## src/rtl/usr_sw_pkg.sv

```systemverilog
// usr_sw_pkg: shared constants and FSM state type for the DIP switch
// input conditioner (usr_sw_conditioner and its per-bit debouncer).
package usr_sw_pkg;

  localparam int unsigned SW_WIDTH           = 8;
  localparam int unsigned SW_SYNC_STAGES     = 2;
  localparam int unsigned SW_DEBOUNCE_100MHZ = 1000000;  // 10 ms at 100 MHz

  typedef enum logic {
    PRIME = 1'b0,
    RUN   = 1'b1
  } sw_state_e;

endpackage

```

## src/rtl/sw_bit_debounce.sv

```systemverilog
// sw_bit_debounce: one switch bit -- synchronizer chain, debounce counter
// and stable flop.
//
// Ports:
//   clk, rst   clock and asynchronous active-high reset
//   sw_i       raw asynchronous switch pin
//   load       prime strobe: copy synchronizer output straight into stable
//   run        debounce enable (counter held at 0 while low)
//   stable     debounced level (registered)
//   flip       high in the cycle whose closing edge toggles stable
module sw_bit_debounce
  import usr_sw_pkg::*;
#(
  parameter int unsigned SYNC_STAGES     = SW_SYNC_STAGES,
  parameter int unsigned DEBOUNCE_CYCLES = SW_DEBOUNCE_100MHZ
) (
  input  logic clk,
  input  logic rst,
  input  logic sw_i,
  input  logic load,
  input  logic run,
  output logic stable,
  output logic flip
);

  localparam int unsigned CNT_W = $clog2(DEBOUNCE_CYCLES + 1);

  logic [SYNC_STAGES-1:0] sync_q, sync_d;
  logic [CNT_W-1:0]       cnt_q, cnt_d;
  logic                   stable_q, stable_d;
  logic                   sync_out;

  assign sync_out = sync_q[SYNC_STAGES-1];

  always_comb begin
    sync_d   = {sync_q[SYNC_STAGES-2:0], sw_i};
    cnt_d    = '0;
    stable_d = stable_q;
    flip     = 1'b0;
    if (load) begin
      stable_d = sync_out;
    end else if (run && (sync_out != stable_q)) begin
      // Flip on the DEBOUNCE_CYCLES-th consecutive differing cycle.
      if (cnt_q == CNT_W'(DEBOUNCE_CYCLES - 1)) begin
        stable_d = ~stable_q;
        flip     = 1'b1;
      end else begin
        cnt_d = cnt_q + CNT_W'(1);
      end
    end
  end

  always_ff @(posedge clk or posedge rst) begin
    if (rst) begin
      sync_q   <= '0;
      cnt_q    <= '0;
      stable_q <= 1'b0;
    end else begin
      sync_q   <= sync_d;
      cnt_q    <= cnt_d;
      stable_q <= stable_d;
    end
  end

  assign stable = stable_q;

endmodule

```

## src/rtl/usr_sw_conditioner.sv

```systemverilog
// usr_sw_conditioner: synchronizes and debounces the board DIP switches,
// publishing a stable switch word and a valid/ready change-event stream.
//
// Ports:
//   sys0_clk      100 MHz clock
//   sys0_rst      asynchronous active-high reset
//   usr_sw_i      raw switch pins (asynchronous)
//   sw_primed     high once sw_stable reflects the real switch state
//   sw_stable     debounced switch word
//   sw_chg_valid  change event available
//   sw_chg_ready  consumer accepts event
//   sw_chg_mask   bits changed since the last accepted event
//   sw_chg_value  sw_stable captured with the event
module usr_sw_conditioner
  import usr_sw_pkg::*;
#(
  parameter int unsigned WIDTH           = SW_WIDTH,
  parameter int unsigned SYNC_STAGES     = SW_SYNC_STAGES,
  parameter int unsigned DEBOUNCE_CYCLES = SW_DEBOUNCE_100MHZ
) (
  input  logic             sys0_clk,
  input  logic             sys0_rst,
  input  logic [WIDTH-1:0] usr_sw_i,
  output logic             sw_primed,
  output logic [WIDTH-1:0] sw_stable,
  output logic             sw_chg_valid,
  input  logic             sw_chg_ready,
  output logic [WIDTH-1:0] sw_chg_mask,
  output logic [WIDTH-1:0] sw_chg_value
);

  localparam int unsigned PRIME_W = $clog2(SYNC_STAGES + 2);

  sw_state_e          state_q, state_d;
  logic [PRIME_W-1:0] prime_cnt_q, prime_cnt_d;
  logic               primed_q, primed_d;
  logic [WIDTH-1:0]   pend_q, pend_d;
  logic               valid_q, valid_d;
  logic [WIDTH-1:0]   mask_q, mask_d;
  logic [WIDTH-1:0]   value_q, value_d;

  logic               prime_load;
  logic               run;
  logic [WIDTH-1:0]   stable_w;
  logic [WIDTH-1:0]   flip_w;

  genvar g;
  for (g = 0; g < WIDTH; g++) begin : g_bit
    sw_bit_debounce #(
      .SYNC_STAGES    (SYNC_STAGES),
      .DEBOUNCE_CYCLES(DEBOUNCE_CYCLES)
    ) u_bit (
      .clk   (sys0_clk),
      .rst   (sys0_rst),
      .sw_i  (usr_sw_i[g]),
      .load  (prime_load),
      .run   (run),
      .stable(stable_w[g]),
      .flip  (flip_w[g])
    );
  end

  // Prime FSM: wait for the synchronizers to fill, then load stable directly.
  always_comb begin
    state_d     = state_q;
    prime_cnt_d = prime_cnt_q;
    primed_d    = primed_q;
    prime_load  = 1'b0;
    run         = (state_q == RUN);
    case (state_q)
      PRIME: begin
        if (prime_cnt_q == PRIME_W'(SYNC_STAGES)) begin
          prime_load = 1'b1;
          primed_d   = 1'b1;
          state_d    = RUN;
        end else begin
          prime_cnt_d = prime_cnt_q + PRIME_W'(1);
        end
      end
      RUN: ;
      default: state_d = PRIME;
    endcase
  end

  // Event path: 1-deep output register; changes arriving while stalled
  // accumulate in pend and are merged into the next event.
  always_comb begin
    pend_d  = pend_q;
    valid_d = valid_q;
    mask_d  = mask_q;
    value_d = value_q;
    if (run) begin
      if (!valid_q || sw_chg_ready) begin
        mask_d  = pend_q | flip_w;
        value_d = stable_w ^ flip_w;
        valid_d = |(pend_q | flip_w);
        pend_d  = '0;
      end else begin
        pend_d  = pend_q | flip_w;
      end
    end
  end

  always_ff @(posedge sys0_clk or posedge sys0_rst) begin
    if (sys0_rst) begin
      state_q     <= PRIME;
      prime_cnt_q <= '0;
      primed_q    <= 1'b0;
      pend_q      <= '0;
      valid_q     <= 1'b0;
      mask_q      <= '0;
      value_q     <= '0;
    end else begin
      state_q     <= state_d;
      prime_cnt_q <= prime_cnt_d;
      primed_q    <= primed_d;
      pend_q      <= pend_d;
      valid_q     <= valid_d;
      mask_q      <= mask_d;
      value_q     <= value_d;
    end
  end

  assign sw_primed    = primed_q;
  assign sw_stable    = stable_w;
  assign sw_chg_valid = valid_q;
  assign sw_chg_mask  = mask_q;
  assign sw_chg_value = value_q;

endmodule

```

## config.mk

```make
export PLATFORM = sky130hd
export DESIGN_NAME = usr_sw_conditioner
export DESIGN_NICKNAME = d
export VERILOG_FILES = /design/src/rtl/usr_sw_pkg.sv /design/src/rtl/sw_bit_debounce.sv /design/src/rtl/usr_sw_conditioner.sv
export SDC_FILE = /design/constraint.sdc
export NUM_CORES = 1
export LEC_CHECK = 0
export CAP_MARGIN = 20
export CORE_MARGIN = 2
export CORE_UTILIZATION = 45
export CTS_CLUSTER_DIAMETER = 80
export DETAILED_ROUTE_END_ITERATION = 8
export SLEW_MARGIN = 20
export SYNTH_ARGS = -nofsm -noshare
export SYNTH_HDL_FRONTEND = slang
export SYNTH_HIERARCHICAL = 1
export SYNTH_SLANG_ARGS = --single-unit
```

## constraint.sdc

```tcl
create_clock -name sys0_clk -period 2.8 [get_ports sys0_clk]
set_clock_uncertainty 0.05 [all_clocks]
set_input_delay 0.56 -clock sys0_clk [delete_from_list [all_inputs] [get_ports sys0_clk]]
set_output_delay 0.56 -clock sys0_clk [all_outputs]
set_load 0.02 [all_outputs]
```

# Yosys cells after proc, flatten, opt, wreduce, memory -nomap -nowiden
# Cells that the tools add are included.
# classes
n_bitwise	12
mux	76
n_eq_ne	17
add_sub_neg	9
reduce_logical	38
# op_table
cell	count
2-to-1 mux 20 bit	24
adder 20 x 1 -> 20 bit (second input constant)	8
equality test 20 bit (second input constant)	8
2-to-1 mux 1 bit	51
nonzero test 2 bit	16
AND reduction 2 bit	11
inverter 1 bit	10
logical AND 1 bit	8
2-to-1 mux 8 bit	1
inequality test 1 bit	8
bitwise OR 8 bit	1
OR reduction 8 bit	1
XOR 8 bit	1
adder 2 x 1 -> 2 bit (second input constant)	1
equality test 2 bit (second input constant)	1
zero test 1 bit	1
logical OR 1 bit	1
# word_totals
output_inout_bits	26
in_bits	11
register_bits	213

# Longest topological paths before layout
# Gate-level depths: netlist (run 1).
# logic_depth
depth_word	6
depth_mapped	8
mapped_depth_nobuf	8

# By module
# Netlist (run 1), hierarchy kept.
# modules_own_cells
module	seq_area_each_um2	cells_per_inst	area_each_um2	instances
sw_bit_debounce	575.6	114	1134.8	8
usr_sw_conditioner	725.7	105	1227.4	1

# Least setup slack after synthesis (run 1)
# OpenSTA, ideal clock, no wires.
# synth_timing
path_kind	register -> register
startpoint	reg state_q, in the netlist run
endpoint	reg valid_q, in the netlist sw_chg_valid
setup_slack_ns	0.268
n_path_buf	1
stages_incl_launch_ff	8
t_required_ns	2.597
arrival_ns	2.328
synth_period_minus_slack_ns	2.532
cell_sequence	dfrtp_1 > clkbuf_1 > nor2b_1 > nand3b_1 > nor2_1 > or4_1 > nor4_1 > a22oi_1
# synth_via
word_cells_on_any_way	28
classes_between	mux: 17; bitwise: 1; reduce/logical: 10
# synth_lines
item	line_no	source
start, declared	usr_sw_conditioner.sv:34	sw_state_e state_q, state_d;
start signal, assigned	usr_sw_conditioner.sv:114	state_q <= state_d;
2-to-1 mux 1 bit	usr_sw_conditioner.sv:70	case (state_q)
net prime_load	usr_sw_conditioner.sv:42	logic prime_load;
2-to-1 mux 1 bit	sw_bit_debounce.sv:40	if (load) begin
net flip_w[5]	usr_sw_conditioner.sv:45	logic [WIDTH-1:0] flip_w;
bitwise OR 8 bit	usr_sw_conditioner.sv:96	valid_d = |(pend_q | flip_w);
OR reduction 8 bit	usr_sw_conditioner.sv:96	
end signal, assigned	usr_sw_conditioner.sv:118	valid_q <= valid_d;
end, declared	usr_sw_conditioner.sv:38	logic valid_q, valid_d;
# The timed path passes the listed nets, and every way through them passes these cells.
# A chain may end at the register's enable or synchronous reset.

# Worst setup path in the final report (run 1)
# layout_timing
startpoint	reg prime_cnt_q[0]
endpoint	reg valid_q, in the netlist sw_chg_valid
# layout_via
elab_chain_len	6
word_cells_on_any_way	13
classes_between	eq/ne: 1; mux: 10; bitwise: 1; reduce/logical: 1
# layout_lines
item	line_no	source
start, declared	usr_sw_conditioner.sv:35	logic [PRIME_W-1:0] prime_cnt_q, prime_cnt_d;
start signal, assigned	usr_sw_conditioner.sv:115	prime_cnt_q <= prime_cnt_d;
equality test 2 bit	usr_sw_conditioner.sv:72	if (prime_cnt_q == PRIME_W'(SYNC_STAGES)) begin
2-to-1 mux 1 bit	usr_sw_conditioner.sv:72	
2-to-1 mux 1 bit	usr_sw_conditioner.sv:70	
net prime_load	usr_sw_conditioner.sv:42	
2-to-1 mux 1 bit	sw_bit_debounce.sv:40	
net flip_w[6]	usr_sw_conditioner.sv:45	
bitwise OR 8 bit	usr_sw_conditioner.sv:96	
OR reduction 8 bit	usr_sw_conditioner.sv:96	
# The timed path passes the listed nets, and every way through them passes these cells.

==> metrics.md, run 1 <==
| Metric | Value |
|---|---|
| Status | finished clean |
| Leak Pwr | about 4.8 nW |
| Die Footprint | between 20,000 and 25,000 sq um |
| CP Capture Type | register |
| TritonRoute pass-1 iters | 4 |
| Routability cong. | a little over 0.8 |
| R2R cell count | 9 |
| Critical path startpoint category | register |
| Tot GR Track Use | ~18% |
| Layout area overhead | 15.07% |
| WL/cell | about 15 um |
| WP data arrival | between 2 and 3 ns |
| RSZ-0062 raised after global routing | no |
| Clock sink count | about 210 |
| Clk_lat worst skew | 0.51 ns |
| Max_cap viols | 0 |
| Worst slew margin | 55.17% |
| CP delay by family, top | simple AND/OR/NAND/NOR gates |
| First-pass GRT wire length | around 36,000 um |
| Clock Pin Slew Worst Setup and Hold Paths | around 0.060 ns |
| Number of setup buffers added after CTS | 0 |
| # diodes | 0 |
| DIE WIDTH | 155.3 um |
| Post-synthesis cell type count | 35 |
| Detailed Place HPWL | about 14,000 um |
| Worst path slowest cell | or4_1 |
| Number of I/O port buffers | 36 |
| 1st-iter DRT viols | 359 |
| Critical path, cell by cell | inv_1, ha_1, nor2b_1, buf_4, nand3b_1, nor2_1, or4_1, nor4_1, a22oi_1 |
| Total Neg Setup Slack | 0 ns |
| Fin. Hold Viols | 0 |
| Max-slew violation count | 0 |
| CTS tree | done |
| Top-area cell type share of the netlist area | 51.72% |
| Most frequent cells in the layout | dfrtp_1 (213), nor2_1 (176), xnor2_1 (97), inv_1 (60) |
| DRC | 0 |
| Peak Freq | ~420 MHz |
| WL met3 | 623 um |
| Root Buffer Master | clkbuf_16 |
| Initial Util | a little under half |
| Syn Std Cell Area | around 10,000 sq um |
| Cell total after placement | 1,333 |
| CTS Buf Count | 25 |
| Setup Crit Path Kind | register to register |
| Die height | roughly 160 um |
| Sequential share of the synthesized area | 51.72% |
| Peak VDD IR | 0.3714 mV |
| Design Area, Final | 11,860 sq um |
| Drt total wl | around 21,000 um |
| CP Buf/Inv Count | 2 |
| Synth Register Bits | about 210 |
| CP max stage delay | 0.53 ns |
| Vias | approximately 7,300 |
| Largest net degree at the start of global routing | 27 |
| Final cell count without fillers | around 1,400 |
| Routed length on met2 | ~9400 um |
| Top sig layer | met4 |
| Final #Nets | ~1,100 |
| Final ANT Viol Nets | 0 |
| Post-DP Area | around 11,000 sq um |
| Gate Count Post-Synth | between 1,000 and 1,500 |
| Critical Path RT | 3.11 ns |
| Antenna violations before repair | 0 |
| Stages on worst setup path | 9 |
| Fin crit period | around 2.4 ns |
| Hold WC Path Type | register to register |
| M1 wire length | approximately 10,000 um |
| Final setup violation count | 0 |
| Crit path max fanout | 17 |
| Row cnt | 55 |
| Post-cts resize count | 0 |
| H-tree levels | 1 |
| Worst hold path depth | 0 |
| Hold_buf cts | 0 |
| Core area | 22,570 sq um |
| Top Ports | 37 |
| Total grt overflow | 0 |
| Syn_area_per_cell | roughly 10 sq um |
| Worst slew pin tran | about 0.67 ns |
| Syn. warnings | 6 |
| Filler instances | ~2,100 |
| Post-synth top area cell | dfrtp_1 |
| Maximum root-to-sink buffer count | 3 |
| Layout cells sized above 1 | between 7 and 8% |
| PwrDens | about 560 nW/um^2 |
| Largest cells by area after synthesis | dfrtp_1 (52%), xnor2_1 (8.2%), nor2_1 (6.4%) |
| Syn_nets | roughly 1,000 |
| Number of global-route vias before repair | 7,228 |
| Fin crit share | a little under nine tenths |
| Most common cell after layout, fill and taps aside | dfrtp_1 |
| Vias per std cell | between 5 and 6 |
[stage by stage]
stage	setup WS (ns)	total power, mW	util (%)	hold WS [ns]
after floorplan	0.2683	3.536	-	0.2812
after global placement	0.5129	3.660	49.11	0.2838
after detailed placement	0.4157	3.664	49.11	0.2847
after CTS	0.3999	6.811	52.54	0.2984
after global routing	0.2393	6.985	52.54	0.3048
final	0.4038	6.684	52.54	0.2971
[layout make-up]
type | count | area [sq um] | share of cell area, %
clock inverter | 6 | 61.31 | 0.5170
sequential | 213 | 5330 | 44.95
tap | 285 | 356.6 | 3.007
inverter | 60 | 225.2 | 1.899
timing repair buffer | 58 | 550.5 | 4.642
clock buffer | 35 | 713.2 | 6.014
multi-input combinational | 717 | 4622 | 38.97
[cell usage after synthesis, drive strengths merged]
| library cell | instances |
|---|---|
| nand2 | 48 |
| inv | 60 |
| nand3 | 48 |
| a21oi | 42 |
| a31oi | 8 |
| dfrtp | 213 |
| a2111oi | 1 |
| ha | 9 |
| xor2 | 32 |
| xnor2 | 97 |
| or3 | 24 |
| o21ba | 1 |
| a21o | 8 |
| o21ai | 8 |
| clkbuf | 1 |
| mux2i | 6 |
| nor3 | 24 |
| buf | 26 |
| or2 | 10 |
| nor2 | 176 |
| o31ai | 24 |
| nand4bb | 16 |
| mux2 | 17 |
| a22oi | 1 |
| nand3b | 8 |
| nor2b | 1 |
| nor4 | 41 |
| nand4 | 32 |
| or4 | 35 |
[registers in the layout, indices dropped and copies added, names as in the netlist]
name and count:
g_bit.u_bit/cnt_q 160, g_bit.u_bit/stable 8, g_bit.u_bit/sync_q 16, pend_q 8, prime_cnt_q 2, run 1
sw_chg_mask 8, sw_chg_valid 1, sw_chg_value 8, sw_primed 1
[power by group]
part	leakage [nW]	total, mW	switching (mW)	internal [mW]
logic	1.54	0.363	0.237	0.126
registers	2.87	3.24	0.0757	3.16
clock network	0.380	3.09	1.24	1.85
total	4.79	6.68	1.55	5.14
[cell families (layout without fill, tap and decap cells)]
| kind of cell | after synthesis | after routing | share of synthesized area (%) |
|---|---|---|---|
| multiplexers | 23 | 23 | 2.440 |
| AO/OA/AOI/OAI | 93 | 93 | 5.536 |
| buffers and inverters | 87 | 159 | 3.509 |
| XOR/XNOR | 129 | 129 | 10.96 |
| flip-flops | 213 | 213 | 51.72 |
| adder cells (fa/ha/maj) | 9 | 9 | 1.093 |
| AND/OR/NAND/NOR | 463 | 463 | 24.74 |
[path summary, 6_finish.rpt]
| kind | from | endpoint | slack, ns |
|---|---|---|---|
| min in group asynchronous | sys0_rst | sw_chg_value[6] | 0.71 |
| worst min register to register | g_bit[0].u_bit/sync_q[0] | g_bit[0].u_bit/sync_q[1] | 0.30 |
| max in group asynchronous | sys0_rst | sw_primed | 1.56 |
| worst min-delay path | g_bit[0].u_bit/sync_q[0] | g_bit[0].u_bit/sync_q[1] | 0.30 |
| worst max-delay path | prime_cnt_q[0] | sw_chg_valid | 0.40 |
| worst max register to register | prime_cnt_q[0] | sw_chg_valid | 0.40 |
[per-layer routing]
metal,up-vias,track usage [%]
met3,38,2.507
met4,0,4.980
met2,93,28.57
met1,3539,25.64
li1,3660,-
met5,-,0
Note: power is estimated with default switching activity, not from simulation.
==> run 2, diff against run 1 <==
--- a/config.mk
+++ b/config.mk
@@ -5,6 +5,7 @@
 export SDC_FILE = /design/constraint.sdc
 export NUM_CORES = 1
 export LEC_CHECK = 0
+export ABC_CLOCK_PERIOD_IN_PS = 2800
 export CAP_MARGIN = 20
 export CORE_MARGIN = 2
 export CORE_UTILIZATION = 45
==> results of run 2 <==
Final layout, timing and power as in run 1 (identical DEF).
==> run 3, diff against run 2 <==
--- a/config.mk
+++ b/config.mk
@@ -5,7 +5,7 @@
 export SDC_FILE = /design/constraint.sdc
 export NUM_CORES = 1
 export LEC_CHECK = 0
-export ABC_CLOCK_PERIOD_IN_PS = 2800
+export ABC_CLOCK_PERIOD_IN_PS = 3000
 export CAP_MARGIN = 20
 export CORE_MARGIN = 2
 export CORE_UTILIZATION = 45
==> constraint.sdc (replaced) <==
create_clock -name sys0_clk -period 3 [get_ports sys0_clk]
set_clock_uncertainty 0.05 [all_clocks]
set_input_delay 0.6 -clock sys0_clk [delete_from_list [all_inputs] [get_ports sys0_clk]]
set_output_delay 0.6 -clock sys0_clk [all_outputs]
set_load 0.005 [all_outputs]
==> run 3 against run 2 <==
Net effect: core utilization up 0.11 points; clock power up 3%; global-route usage down 0.42 points; sequential power down 6.8%; non-clock buffer count down 6; worst setup slack better by 0.19 ns; worst hold slack worse by 0.0020 ns; via count up 0.14%; cell count about the same; wire length down 0.40%; register-to-register slack better by 0.19 ns; power down 2.4%.
==> metrics.md, run 3 (synthesis results as in run 1) <==
| Metric | Value |
|---|---|
| Worst hold path depth | 0 (unchanged) |
| Hold WC Path Type | register to register |
| Final setup violation count | 0 (unchanged) |
| Fin. Hold Viols | 0 (unchanged) |
| Largest regs | g_bit.u_bit/cnt_q: 160 flops, g_bit.u_bit/sync_q: 16 flops |
| Peak Freq | 415.4 MHz (-0.46%) |
| TritonRoute pass-1 iters | 5 (+1) |
| Final #Nets | 1,089 (-0.55%) |
| Internal power | 5.045 mW (-1.8%) |
| Total grt overflow | 0 (unchanged) |
| Worst slew margin | 54.62% (-0.55 points) |
| First-pass GRT wire length | 35,220 um (-2.2%) |
| FF-to-FF Start | prime_cnt_q[0] |
| Final cell count without fillers | 1,373 (-0.073%) |
| Layout cells sized above 1 | 8.180% (+0.19 points) |
| Hold_buf cts | 0 (unchanged) |
| Max FFs per register | 160 (unchanged) |
| Reg2reg end | sw_chg_valid |
| Critical path startpoint category | register |
| Final Util | 52.65% (+0.11 points) |
| Antenna violations before repair | 0 (unchanged) |
| Number of global-route vias before repair | 7,192 (-0.50%) |
| Core area | 22,570 sq um (unchanged) |
| # diodes | 0 (unchanged) |
| Most common cell after layout, fill and taps aside | dfrtp_1 |
| Cell total after placement | 1,327 (-0.45%) |
| Worst Slack Setup Final | 0.5927 ns (+0.1889 ns) |
| WP data arrival | 2.72 ns (+0.02 ns) |
| WL/cell | 14.89 um (-0.33%) |
| Design Area, Final | 11,880 sq um (+0.21%) |
| Fin crit period | 2.407 ns (+0.01110 ns) |
| Die height | 155.3 um (unchanged) |
| Die Footprint | 24,130 sq um (unchanged) |
| Drt total wl | 20,440 um (-0.40%) |
| Vias | 7,340 (+0.14%) |
| Hold_sp | g_bit[3].u_bit/sync_q[0] |
| FF-to-FF setup slack | 0.59 ns (+0.19 ns) |
| Clock Pin Slew Worst Setup and Hold Paths | 0.06 ns (about the same) |
| Max-slew violation count | 0 (unchanged) |
| DRC | 0 (unchanged) |
| Layout area overhead | 15.31% |
| Detailed Place HPWL | 13,580 um (-0.75%) |
| Logic pwr share | 4.9% (-0.5 points) |
| CTS tree | done |
| Most frequent cells in the layout | dfrtp_1 (213), nor2_1 (176), xnor2_1 (97), inv_1 (60) |
| Worst Hold Endpoint | g_bit[3].u_bit/sync_q[1] |
| Number of I/O port buffers | 36 (unchanged) |
| PwrDens | 549.2 nW/um^2 (-2.6%) |
| Fin crit share | 80.24% (-5.3 points) |
| Initial Util | 45.66% (unchanged) |
| Switching power | 1.482 mW (-4.3%) |
| Clock sink count | 213 (unchanged) |
| CP Capture Type | register |
| Root Buffer Master | clkbuf_16 |
| Final ANT Viol Nets | 0 (unchanged) |
| Total Power | 6.526 mW (-2.4%) |
| Row cnt | 55 (unchanged) |
| Seq pwr share | 46.2% (-2.2 points) |
| Critical Path RT | 3.31 ns (+0.20 ns) |
| DP Worst Slack | 0.6231 ns (+0.2074 ns) |
| 1st-iter DRT viols | 280 (-22%) |
| Total Neg Setup Slack | 0 ns (unchanged) |
| Post-DP Area | 11,010 sq um (-0.63%) |
| Crit path max fanout | 11 (-6) |
| Setup Crit Path Kind | register to register |
| Tot GR Track Use | 17.46% (-0.42 points) |
| Sw Share | 22.71% (-0.45 points) |
| Routability cong. | 0.7859 (-3.8%) |
| Largest net degree at the start of global routing | 30 (+11%) |
| Leak Pwr | 4.806 nW (+0.44%) |
| H-tree levels | 1 (unchanged) |
| Post-cts resize count | 0 (unchanged) |
| R2R cell count | 9 (unchanged) |
| Hold slack | 0.2951 ns (-0.002020 ns) |
| Number of setup buffers added after CTS | 0 (unchanged) |
| DIE WIDTH | 155.3 um (unchanged) |
| Maximum root-to-sink buffer count | 3 (unchanged) |
| Vias per std cell | 5.346 (+0.21%) |
| Max_cap viols | 0 (unchanged) |
| Clk_lat worst skew | 0.52 ns (about the same) |
| Top Ports | 37 (unchanged) |
| Biggest register | g_bit.u_bit/cnt_q |
| Status | finished clean |
| Clock share of power | 48.9% (+2.7 points) |
| RSZ-0062 raised after global routing | no |
| CTS Buf Count | 25 (unchanged) |
| Worst slew pin tran | 0.6808 ns (+0.008282 ns) |
| Peak VDD IR | 0.4380 mV (+18%) |
run 3: cell count changes in the layout (fill, tap and decap cells not counted), sizes merged:
cell,before,now
buf,22,16
clkinv,3,12
bufinv,1,5
clkinvlp,1,0
clkbuf,35,28
run 3: worst max path at each step:
stage / startpoint / to / slack, ns / cells after the start
4_1_cts: prime_cnt_q[0] / sw_chg_valid / 0.58 / 9
5_1_grt: prime_cnt_q[0] / sw_chg_valid / 0.38 / 9
3_5_place_dp: prime_cnt_q[0] / sw_chg_valid / 0.62 / 9
3_3_place_gp: prime_cnt_q[0] / sw_chg_valid / 0.69 / 9
6_report: prime_cnt_q[0] / sw_chg_valid / 0.59 / 9
2_1_floorplan: run / sw_chg_valid / 0.47 / 7
run 3: power groups by stage:
stage          sequential, mW  combinational (mW)  clock (mW)
6_report                 3.02               0.321        3.19
5_1_grt                  3.03               0.372        3.40
4_1_cts                  3.02               0.332        3.29
3_5_place_dp             3.07               0.331           0
3_3_place_gp             3.07               0.331           0
2_1_floorplan            3.06               0.232           0
run 3: final cells by class:
class	count	area, sq um
tap	285	356.6
clock inverter	18	222.7
inverter	60	225.2
multi-input combinational	717	4622
timing repair buffer	52	480.5
fill	2094	10690
sequential	213	5330
clock buffer	28	646.9
run 3: routing by layer:
layer  share of wire [%]  track usage, %  vias to the layer above
met1                  48           24.51                     3592
met5                   0               0                        -
li1                    -               -                     3639
met2                  47           28.82                       81
met3                 3.0           2.451                       28
met4                 2.0           4.194                        0
run 3: worst max-delay path: stages, from the launching register on:
cell and delay, ns:
dfrtp_1 0.35, inv_1 0.09, ha_1 0.16, nor2b_1 0.19, buf_4 0.23, nand3b_1 0.15
nor2_1 0.09, or4_1 0.54, nor4_1 0.28, a22oi_1 0.10
